### config.mk
export PLATFORM = sky130hd
export DESIGN_NAME = width_12to8
export DESIGN_NICKNAME = d
export VERILOG_FILES = /design/src/rtl/width_conv_pkg.sv /design/src/rtl/width_12to8.sv
export SDC_FILE = /design/constraint.sdc
export NUM_CORES = 1
export LEC_CHECK = 0
export CORE_UTILIZATION = 30
export CTS_CLUSTER_SIZE = 10
export DETAILED_ROUTE_END_ITERATION = 16
export HOLD_SLACK_MARGIN = 0.1
export PLACE_DENSITY = 0.48
export SLEW_MARGIN = 20
export SYNTH_ARGS = -nofsm -noshare
export SYNTH_HDL_FRONTEND = slang
export SYNTH_SLANG_ARGS = --single-unit
### constraint.sdc
create_clock -name clk -period 4.3 [get_ports clk]
set_input_delay 0.86 -clock clk [delete_from_list [all_inputs] [get_ports clk]]
set_output_delay 0.86 -clock clk [all_outputs]
set_load 0.05 [all_outputs]
### src/rtl/width_conv_pkg.sv
// Shared sizes and types for the 12-bit <-> 8-bit width converters.
package width_conv_pkg;
    localparam int NIB_W    = 4;
    localparam int IN_NIBS  = 3;
    localparam int OUT_NIBS = 2;
    localparam int BUF_NIBS = 5;
    localparam int BUF_W    = NIB_W * BUF_NIBS;

    typedef logic [2:0] level_t;
endpackage

### src/rtl/width_12to8.sv
// Splits 12-bit words into 8-bit bytes, MSB nibble first, through a 5-nibble FIFO buffer.
module width_12to8
    import width_conv_pkg::*;
#(
    parameter logic [NIB_W-1:0] PAD = 4'h0
) (
    input  logic        clk,
    input  logic        rst,
    input  logic        valid_in,
    input  logic [11:0] data_in,
    output logic        ready_in,
    input  logic        flush,
    output logic        valid_out,
    output logic [7:0]  data_out,
    output level_t      level
);
    // Handshake: a word transfers on a posedge where valid_in && ready_in; valid_in
    // without ready_in is ignored and upstream must hold the word. valid_out cannot stall.

    localparam level_t LVL_PAIR = 3'd2;
    localparam level_t LVL_ONE  = 3'd1;
    localparam level_t LVL_IN   = 3'd3;
    localparam level_t LVL_ROOM = 3'd2;

    logic [BUF_W-1:0] buf_q, buf_d, shifted;
    level_t           level_q, level_d, kept;
    logic             emit_pair, emit_pad, accept;

    always_comb begin
        emit_pair = (level_q >= LVL_PAIR);
        emit_pad  = !emit_pair && flush && (level_q == LVL_ONE);
        if (emit_pair)
            kept = level_q - LVL_PAIR;
        else if (emit_pad)
            kept = '0;
        else
            kept = level_q;

        // Oldest nibble lives at the top of buf_q; nibbles past the level are always zero.
        if (emit_pair)
            shifted = buf_q << (NIB_W * OUT_NIBS);
        else if (emit_pad)
            shifted = buf_q << NIB_W;
        else
            shifted = buf_q;

        ready_in = !rst && !flush && (kept <= LVL_ROOM);
        accept   = valid_in && ready_in;

        buf_d   = shifted;
        level_d = kept;
        if (accept) begin
            buf_d   = shifted | ({data_in, 8'h00} >> (NIB_W * int'(kept)));
            level_d = kept + LVL_IN;
        end
    end

    always_ff @(posedge clk) begin
        if (rst) begin
            buf_q     <= '0;
            level_q   <= '0;
            valid_out <= 1'b0;
            data_out  <= 8'h00;
        end else begin
            buf_q     <= buf_d;
            level_q   <= level_d;
            valid_out <= emit_pair || emit_pad;
            if (emit_pair)
                data_out <= buf_q[BUF_W-1 -: 8];
            else if (emit_pad)
                data_out <= {buf_q[BUF_W-1 -: NIB_W], PAD};
        end
    end

    assign level = level_q;
endmodule

# Yosys cells after proc, flatten, opt, wreduce, memory -nomap -nowiden
# Cells that the tools add are included.
[op_classes] n_addsub=2 magnitude_cmp=2 n_eq_ne=1 shift=1 muxes=8 n_bitwise=1 n_reduce_logical=10
[op_table] op="$mux W20" n=3
[op_table] op="$or A20 B20 Y20" n=1
[op_table] op="$shr A20 B5 Y20" n=1
[op_table] op="$mux W8" n=2
[op_table] op="$mux W3" n=3
[op_table] op="$logic_and A1 B1 Y1" n=5
[op_table] op="$add A3 B2 Y3 const B" n=1
[op_table] op="$eq A3 B1 Y1 const B" n=1
[op_table] op="$ge A3 B2 Y1 const B" n=1
[op_table] op="$le A3 B2 Y1 const B" n=1
[op_table] op="$logic_not A1 Y1" n=3
[op_table] op="$sub A3 B2 Y3 const B" n=1
[op_table] op="$reduce_bool A2 Y1" n=1
[op_table] op="$logic_or A1 B1 Y1" n=1
[word_totals] register_bits=32 input_bits=16 out_inout_bits=13 elab_cells=29

# Longest topological paths before layout
# Gate-level depths: netlist of the first run.
[depth] depth_word=10 ltp_mapped=12 ltp_nobuf=9

# Worst setup path after synthesis of the first run
# No wires, ideal clock.
[synth_timing] path_kind="register to output" from="register level_q[1] (netlist: level[1])" to="output port ready_in" arrival_ps=3683 required_time_ps=3440 setup_slack_ps=-243 stages_incl_launch_ff=11 n_path_buf=2 cell_sequence="dfxtp_1 > buf_2 > inv_1 > ha_1 > buf_4 > nor2_2 > nor2_8 > inv_2 > ha_1 > a21oi_1 > nor4b_1"
[synth_via] elab_chain_cells=8 elab_cells_between_ends=10 cone_classes="add/sub (1); order compare (2); eq/ne (1); mux (2); reduce/logical (4)"
[synth_lines] element="start, declared" line_no="width_12to8.sv:26" rtl="level_t level_q, level_d, kept;"
[synth_lines] element="start signal, assigned" line_no="width_12to8.sv:66" rtl="level_q <= level_d;"
[synth_lines] element="$ge A3 B2 Y1" line_no="width_12to8.sv:30" rtl="emit_pair = (level_q >= LVL_PAIR);"
[synth_lines] element="$logic_not A1 Y1" line_no="width_12to8.sv:31" rtl="emit_pad = !emit_pair && flush && (level_q == LVL_ONE);"
[synth_lines] element="$logic_and A1 B1 Y1 (2 in a row)" line_no="width_12to8.sv:31"
[synth_lines] element="$mux W3" line_no="width_12to8.sv:34" rtl="else if (emit_pad)"
[synth_lines] element="$mux W3 (*)" line_no="width_12to8.sv:32" rtl="if (emit_pair)"
[synth_lines] element="$le A3 B2 Y1 (*)" line_no="width_12to8.sv:47" rtl="ready_in = !rst && !flush && (kept <= LVL_ROOM);"
[synth_lines] element="$logic_and A1 B1 Y1 (*)" line_no="width_12to8.sv:47"
[synth_lines] element="end, declared" line_no="width_12to8.sv:11" rtl="output logic ready_in,"
# Mark *: on every way between the ends. The rest lies on a longest branch, timed or not.

# Worst setup path after layout of the first run
[layout_timing] from="input port flush" to="output port ready_in"
[layout_via] elab_chain_cells=6 elab_cells_between_ends=8 cone_classes="order compare (1); mux (2); reduce/logical (5)"
[layout_lines] element="start, declared" line_no="width_12to8.sv:12" rtl="input logic flush,"
[layout_lines] element="$logic_and A1 B1 Y1 (2 in a row)" line_no="width_12to8.sv:31"
[layout_lines] element="$mux W3" line_no="width_12to8.sv:34"
[layout_lines] element="$mux W3" line_no="width_12to8.sv:32"
[layout_lines] element="$le A3 B2 Y1" line_no="width_12to8.sv:47"
[layout_lines] element="$logic_and A1 B1 Y1 (*)" line_no="width_12to8.sv:47"
# Marks and branches as above.

==> results of run 1 <==
cell families (layout without fill, tap and decap cells):
kind of cell               after synthesis  after routing  share of synthesized area, %
muxes                                    2              2                          1.34
DFF                                     32             32                          32.7
buffers and inverters                   33             57                          7.61
and+or+nand+nor                         64             64                          19.9
AOI/OAI and AO/OA                       97             97                          37.1
adders and majority gates                2              2                          1.28
flip-flops by register name (all words and copies together), names as in the netlist:
signal / cells
buf_q: 20
data_out: 8
level: 3
valid_out: 1
per-layer routing:
layer	up-vias	track usage, %	wire (um)	part of all wire [%]
met5	-	0	0	0
li1	947	-	-	-
met4	0	5.52	47	0.80
met3	7	3.41	282	4.8
met2	52	28.0	2490	43
met1	875	27.6	3030	52
layout make-up:
type | instances | area (um^2) | share of cell area [%]
flip-flops and latches | 32 | 641 | 26.5
clock buffers | 6 | 72.6 | 3.00
inverters | 12 | 45.0 | 1.86
multi-input cells | 165 | 1170 | 48.5
well taps | 77 | 96.3 | 3.98
repair buffers | 37 | 358 | 14.8
clock inverters | 2 | 35.0 | 1.45
power groups by stage:
| stage | clock network (mW) | registers [mW] | logic, mW |
|---|---|---|---|
| final | 0.291 | 0.392 | 0.930 |
| after global routing | 0.314 | 0.402 | 1.00 |
| after CTS | 0.298 | 0.391 | 0.930 |
| after detailed placement | 0 | 0.398 | 0.924 |
| after global placement | 0 | 0.397 | 0.925 |
| after floorplan | 0 | 0.450 | 0.618 |
synthesized netlist by cell type (2+ instances only):
| cell type | number | area, um^2 |
|---|---|---|
| dfxtp_1 | 32 | 641 |
| clkbuf_1 | 15 | 56.3 |
| nand2_1 | 15 | 56.3 |
| o22ai_1 | 13 | 81.3 |
| a211oi_1 | 12 | 90.1 |
| a21oi_1 | 11 | 55.1 |
| inv_1 | 11 | 41.3 |
| o21ai_0 | 11 | 55.1 |
| nand3_1 | 10 | 50.1 |
| nor2_1 | 9 | 33.8 |
| a221oi_1 | 8 | 70.1 |
| a32oi_1 | 8 | 70.1 |
| o2bb2ai_1 | 8 | 70.1 |
| a21boi_0 | 4 | 30.0 |
| a31oi_1 | 4 | 25.0 |
| and2_1 | 4 | 25.0 |
| and3_1 | 4 | 25.0 |
| nor4_1 | 4 | 25.0 |
| o21a_1 | 4 | 30.0 |
| o221a_2 | 4 | 45.0 |
| o311a_1 | 4 | 40.0 |
| or4_4 | 3 | 33.8 |
| buf_2 | 2 | 10.0 |
| buf_4 | 2 | 15.0 |
| buf_6 | 2 | 22.5 |
| ha_1 | 2 | 25.0 |
| nor3_1 | 2 | 10.0 |
worst paths after layout:
check / startpoint / to / slack (ns) / depth (start not counted)
max: flush / ready_in / 0.68 / 8
min: data_out[6] / data_out[6] / 0.46 / 2
min reg2reg: data_out[6] / data_out[6] / 0.46 / 2
max reg2reg: level[2] / level[0] / 1.35 / 9
worst min-delay path, delay by kind of cell, from the launching register on:
kind / cells / cell delay (ns)
simple gates: 1 / 0.06
flops: 1 / 0.31
compound gates: 1 / 0.05
stage by stage:
stage,instances,cell area [um^2],hold slack (ns),utilization [%]
6_report,331,2420,0.463,38.3
5_1_grt,331,2420,0.494,38.3
4_1_cts,331,2420,0.468,38.3
3_5_place_dp,323,2310,0.457,36.6
3_3_place_gp,323,2310,0.451,36.6
2_1_floorplan,230,1960,0.448,-
==> metrics.txt, run 1 <==
DRT Pass-1 Iters=4; Cells after Synth=230; endpoints failing setup=0; Cell Area, Synth=0.00196 mm^2; layout cells sized above 1=13.8%; Rel. slew slack=roughly 31%; Area growth syn-to-layout=23.7%; Max Cap Viol=0; Worst Hold Class=reg2reg; leading cell type in the layout, fill and taps excluded=dfxtp_1; Post-CTS Setup Bufs=0; syn_nets=248; Routed wire per std cell=between 15 and 20 um; maximum VDD drop=roughly 0.00029 V; # rows=29; CP startpoint kind=input port; number of flops mapped to enable cells by yosys=0; Worst Setup End Kind=primary output; Yosys warning count=0; final net count=between 200 and 300; antenna cells=0; Arr. time, crit path=2.76 ns; largest net degree at the start of global routing=30; pre-CTS WS=0.697 ns; min cycle time layout=between 3 and 4 ns; # clock sinks=32; Worst EP required=roughly 3.4 ns; power per cell area=approximately 670 mW/mm^2; Total GRT Usage=18.9%; Psw=783 uW; Buf/Inv on CP=3; crit path max fanout=14; status=finished clean; syn_area_per_cell=8.51 um^2; DR iter-0 viols=115; post-route clock skew=approximately 0.008 ns; Worst-Skew Late Latency=0.29 ns; Final Hold Vio Count=0; first-pass GRT wire length=between 9000 and 10000 um; fin crit share=84.2%; final setup TNS=0 ns; die footprint=0.00685 mm^2; root buffer cell=clkbuf_8; number of vias per cell=~5.7; CTS max path bufs=2; Die Span X=82.8 um; final WL=a little under 6000 um; Layout fillers=between 600 and 700; slowest stage cell, crit path=clkdlybuf4s50_1; FF+latch count, synth=32; Sequential Power Share=24.3%; WS Path Type=in2out; Ports=29; Core ar.=0.00631 mm^2; Final Max Slew Viols=0; cts hold-fix bufs=0; logic gate share of total power=57.7%; Reg clk slew, reported paths=~0.070 ns; switching share of power=between 40% and 50%; total chip power=1.61 mW; vias=1881; most frequent cells in the layout=32 x dfxtp_1, 27 x clkdlybuf4s50_1, 15 x nand2_1; gr ovfl total=0; Antenna Violating Nets Remaining=0; Die Ht=slightly above 80 um; CTS H-tree depth=2; DP HPWL=a little over 4000 um; CP max stage delay=0.54 ns; initial antenna violation count=0; top_reg_cell synth=dfxtp_1; Clk pwr share=between 15 and 20%; RSZ-0062 raised after global routing=false; synth unique cells=49; P_int=a little over 800 uW; number of CTS-inserted buffers=5; routability cong.=0.810; # port buffers=28; vias in the first global route=1769; Async SR Flop Fraction=0%; Initial Utilization=31.0%; CTS tree=done; Crit path max-delay family=buffers and inverters; PnR worst setup slack=around 0.68 ns; Cell Chain, Critical Path=clkdlybuf4s50_1, nand4bb_1, buf_4, nand2_1, ha_1, a21oi_1, nor4b_2, buf_12; post-CTS sizing=0; Residual DRC=0; leak pwr=approximately 0.8 nW; sequential area share after synthesis=32.7%; fmax=between 0.2 and 0.3 GHz; Least-Margin Pin Slew=between 1 and 1.5 ns
Power figures use the tool's default switching activity.
==> inputs of run 2 (changes only) <==
- PLACE_DENSITY: 0.48 -> 0.5
- clock period: 4.3 -> 3.3 ns (I/O delays scaled with it)
==> metrics.txt, run 2 (synthesis results as in run 1) <==
post-route clock skew=0.0102 ns (+0.00200 ns); Initial Utilization=31.0% (unchanged); # rows=29 (unchanged); Worst-Skew Late Latency=0.29 ns (about the same); Crit path top cell by count=ha_1; Placed Cells incl. Taps=327 (+1.2%); Least-Margin Pin Slew=0.595 ns (-0.430 ns); fin crit share=89.7%; root buffer cell=clkbuf_8; Final Hold Vio Count=0 (unchanged); crit path max fanout=29 (+15); Area after DPL=0.00235 mm^2 (+1.8%); gr ovfl total=0 (unchanged); cts hold-fix bufs=0 (unchanged); vias in the first global route=1837 (+3.8%); leading cell type in the layout, fill and taps excluded=dfxtp_1; CTS H-tree depth=2 (unchanged); WL met1=3030 um (about the same); design area=0.00246 mm^2 (+1.7%); DR top layer=met4; Ports=29 (unchanged); Crit path max-delay family=simple AND/OR/NAND/NOR gates; Cell Count, Final, Fillers Out=335 (+1.2%); first-pass GRT wire length=9630 um (+0.36%); slowest stage cell, crit path=nor4b_4; Antenna Violating Nets Remaining=0 (unchanged); Post-CTS Setup Bufs=0 (unchanged); Largest register FFs=20 (unchanged); Die Span X=82.8 um (unchanged); DR WL met2=2540 um (+1.9%); DRT Pass-1 Iters=4 (unchanged); final net count=275 (+1.5%); status=finished clean; Worst EP required=2.64 ns (-0.80 ns); Routed wire per std cell=17.2 um (-2.4%); switching share of power=48.2% (-0.36 points); Buf/Inv on CP=3 (unchanged); # port buffers=28 (unchanged); largest net degree at the start of global routing=32 (+6.7%); total chip power=2.13 mW (+32%); endpoints failing setup=0 (unchanged); RSZ-0062 raised after global routing=false; power per cell area=867 mW/mm^2 (+30%); Worst Setup SP=level[2]; maximum VDD drop=0.000366 V (+27%); Psw=1.03 mW (+31%); Sequential Power Share=22.6% (-1.7 points); Worst Hold Class=reg2reg; Cell Chain, Critical Path=inv_1, ha_1, buf_4, nand4bb_1, nand2_1, ha_1, a21oi_1, nor4b_4, buf_12; CP startpoint kind=flip-flop; Hold Startpoint=data_out[5]; Worst Setup End Kind=primary output; DP HPWL=4050 um (-1.2%); layout cells sized above 1=15.9% (+2.1 points); Final Max Slew Viols=0 (unchanged); Residual DRC=0 (unchanged); Die Ht=82.8 um (unchanged); Total GRT Usage=18.8% (-0.17 points); Reg clk slew, reported paths=0.07 ns (about the same); Arr. time, crit path=2.30 ns (-0.46 ns); most flop-heavy register=buf_q; Max Cap Viol=0 (unchanged); routability cong.=0.805 (-0.56%); Area growth syn-to-layout=25.8%; leak pwr=0.839 nW (+2.9%); CP max stage delay=0.35 ns (-0.19 ns); FF-to-FF Start=level[2]; CTS tree=done; logic gate share of total power=59.9% (+2.2 points); post-CTS sizing=0 (unchanged); # clock sinks=32 (unchanged); Core ar.=0.00631 mm^2 (unchanged); antenna cells=0 (unchanged); DR iter-0 viols=126 (+9.6%); metal3 WL=175 um (-38%); Rel. slew slack=60.0% (+29 points); CTS max path bufs=2 (unchanged); fmax=about 0.34 GHz; number of vias per cell=5.69 (+0.12%); most frequent cells in the layout=30 x dfxtp_1, 27 x clkdlybuf4s50_1, 15 x nand2_1; P_int=1.11 mW (+33%); min cycle time layout=2.96 ns; hold_ws=0.463 ns (-0.000326 ns); Final Util=39.0% (+0.65 points); number of CTS-inserted buffers=5 (unchanged); Clk pwr share=17.5% (-0.6 points); PnR worst setup slack=0.340 ns (-0.338 ns); final setup TNS=0 ns (unchanged); vias=1906 (+1.3%); initial antenna violation count=0 (unchanged); final WL=5780 um (-1.2%); die footprint=0.00685 mm^2 (unchanged); pre-CTS WS=0.417 ns (-0.279 ns); WS Path Type=reg2out
run 2: changes by cell type in the layout (fill, tap and decap cells not counted), sizes merged:
| cell | previous run | this run |
|---|---|---|
| buf | 10 | 14 |
run 2: final cells by class:
cell class / count / area (um^2)
timing repair buffer: 41 / 388
multi-input combinational: 165 / 1180
fill: 658 / 3850
clock buffer: 6 / 72.6
sequential: 32 / 643
tap: 77 / 96.3
clock inverter: 2 / 35.0
inverter: 12 / 45.0
run 2: path summary, 6_finish.rpt:
path	end	slack, ns	cells past startpoint
worst max register to register	level[0]	0.71	9
worst min-delay path	data_out[5]	0.46	2
worst max-delay path	ready_in	0.34	9
worst min register to register	data_out[5]	0.46	2
run 2: metal layers:
layer	GRT usage, %	vias to the layer above
li1	-	952
met1	26.8	904
met2	28.4	45
met3	3.41	5
met4	5.34	0
met5	0	-
run 2: worst register-to-register path: stages (launching register included):
cell and delay, ns:
dfxtp_2 0.32, inv_1 0.06, ha_1 0.23, buf_4 0.34, nand4bb_1 0.17, nand2_1 0.12, ha_1 0.17, a21oi_1 0.08
or4_4 0.62, mux2_1 0.36
run 2: power by group through the flow:
stage               clock, mW  sequential (mW)  combinational [mW]
floorplan                   0            0.589               0.818
global placement            0            0.491                1.28
detailed placement          0            0.491                1.27
CTS                     0.380            0.483                1.27
global route            0.400            0.492                1.38
finish                  0.373            0.483                1.28
==> inputs of run 3 (changes only) <==
--- a/constraint.sdc
+++ b/constraint.sdc
@@ -3,2 +3,2 @@
 set_output_delay 0.66 -clock clk [all_outputs]
-set_load 0.05 [all_outputs]
+set_load 0.005 [all_outputs]
==> metrics.txt, run 3 (synthesis results as in run 1) <==
status=finished clean; cts hold-fix bufs=0 (unchanged); Post-CTS Setup Bufs=0 (unchanged); fmax=0.313 GHz (-7.5%); CTS H-tree depth=2 (unchanged); gr ovfl total=0 (unchanged); Worst EP required=2.64 ns (about the same); Ports=29 (unchanged); CTS max path bufs=2 (unchanged); largest net degree at the start of global routing=33 (+3.1%); vias in the first global route=1761 (-4.1%); Cell Count, Final, Fillers Out=336 (+0.30%); most flop-heavy register=buf_q; # port buffers=28 (unchanged); routability cong.=0.779 (-3.2%); Worst Setup End Kind=primary output; Core ar.=0.00631 mm^2 (unchanged); Final Hold Vio Count=0 (unchanged); final net count=276 (+0.36%); root buffer cell=clkbuf_8; # rows=29 (unchanged); FF-to-FF Start=level[2]; min cycle time layout=3.20 ns (+0.240 ns); final setup TNS=0 ns (unchanged); endpoints failing setup=0 (unchanged); maximum VDD drop=0.000306 V (-16%); Antenna Violating Nets Remaining=0 (unchanged); first-pass GRT wire length=9490 um (-1.5%); die footprint=0.00685 mm^2 (unchanged); Residual DRC=0 (unchanged); Worst Setup SP=flush; most frequent cells in the layout=32 x dfxtp_1, 28 x clkdlybuf4s50_1, 15 x nand2_1; Worst Hold Class=reg2reg; number of vias per cell=5.79 (+1.7%); final WL=5820 um (+0.73%); Hold Startpoint=data_out[4]; Arr. time, crit path=2.54 ns (+0.24 ns); Area growth syn-to-layout=25.3%; vias=1944 (+2.0%); Die Span X=82.8 um (unchanged); post-route clock skew=0.00374 ns (-0.00641 ns); Max Cap Viol=0 (unchanged); Initial Utilization=31.0% (unchanged); Worst-Skew Late Latency=0.29 ns (about the same); leak pwr=0.835 nW (-0.52%); Reg clk slew, reported paths=0.07 ns (about the same); leading cell type in the layout, fill and taps excluded=dfxtp_1; antenna cells=0 (unchanged); Largest register FFs=20 (unchanged); Least-Margin Pin Slew=0.577 ns (-0.0179 ns); crit path max fanout=5 (-83%); power per cell area=824 mW/mm^2 (-5.0%); Routed wire per std cell=17.3 um (+0.43%); layout cells sized above 1=15.4% (-0.45 points); WS Path Type=in2out; Rel. slew slack=61.2% (+1.2 points); number of CTS-inserted buffers=5 (unchanged); DP HPWL=3990 um (-1.7%); fin crit share=96.9% (+7.3 points); initial antenna violation count=0 (unchanged); Total GRT Usage=18.5% (-0.28 points); Final Max Slew Viols=0 (unchanged); CP startpoint kind=input port; CTS tree=done; DRT Pass-1 Iters=4 (unchanged); # clock sinks=32 (unchanged); Layout fillers=672 (+2.1%); DR iter-0 viols=167 (+33%); hold_ws=0.463 ns (-0.000570 ns); Die Ht=82.8 um (unchanged); post-CTS sizing=0 (unchanged); Placed Cells incl. Taps=328 (+0.31%)
run 3: cell types whose count changed in the layout (fill, tap and decap cells not counted), sizes merged:
cell	previous run	this run
clkdlybuf4s50	27	28
run 3: stage by stage:
stage	setup slack, ns	area, um^2	utilization (%)	power [mW]
2_1_floorplan	0.587	1960	-	1.28
3_3_place_gp	0.122	2330	37.0	1.63
3_5_place_dp	0.150	2330	37.0	1.62
4_1_cts	0.0477	2440	38.7	2.00
5_1_grt	-0.0299	2450	38.8	2.15
6_report	0.101	2450	38.8	2.02
run 3: worst max-delay path: stages:
cell and delay [ns]:
clkdlybuf4s50_1 0.53, nand4bb_1 0.14, nand2_1 0.12, ha_1 0.17, a21oi_1 0.08, nor4b_2 0.28
clkdlybuf4s50_1 0.56
run 3: final cells by class:
type | instances | area, um^2 | share of cell area (%)
clock buffers | 6 | 72.6 | 2.96
clock inverters | 2 | 35.0 | 1.43
inverters | 12 | 45.0 | 1.84
multi-input cells | 165 | 1180 | 48.0
flip-flops and latches | 32 | 641 | 26.1
well taps | 77 | 96.3 | 3.93
repair buffers | 42 | 385 | 15.7
run 3: final timing paths:
path                       to  slack, ns  cells past startpoint
hold reg to reg   data_out[4]       0.46                      2
hold / removal    data_out[4]       0.46                      2
setup / recovery     ready_in       0.10                      7
setup reg to reg     level[0]       0.83                      9
run 3: power breakdown:
group	total [mW]	switching, mW	internal [mW]
clock network	0.380	0.156	0.224
registers	0.481	0.0319	0.449
logic	1.16	0.727	0.432
total	2.02	0.914	1.10
run 3: metal layers:
metal  global-route usage, %  share of wire (%)
met3                    3.96                5.6
met5                       0                  0
met1                    27.1                 50
met4                    4.48               0.76
met2                    27.1                 44
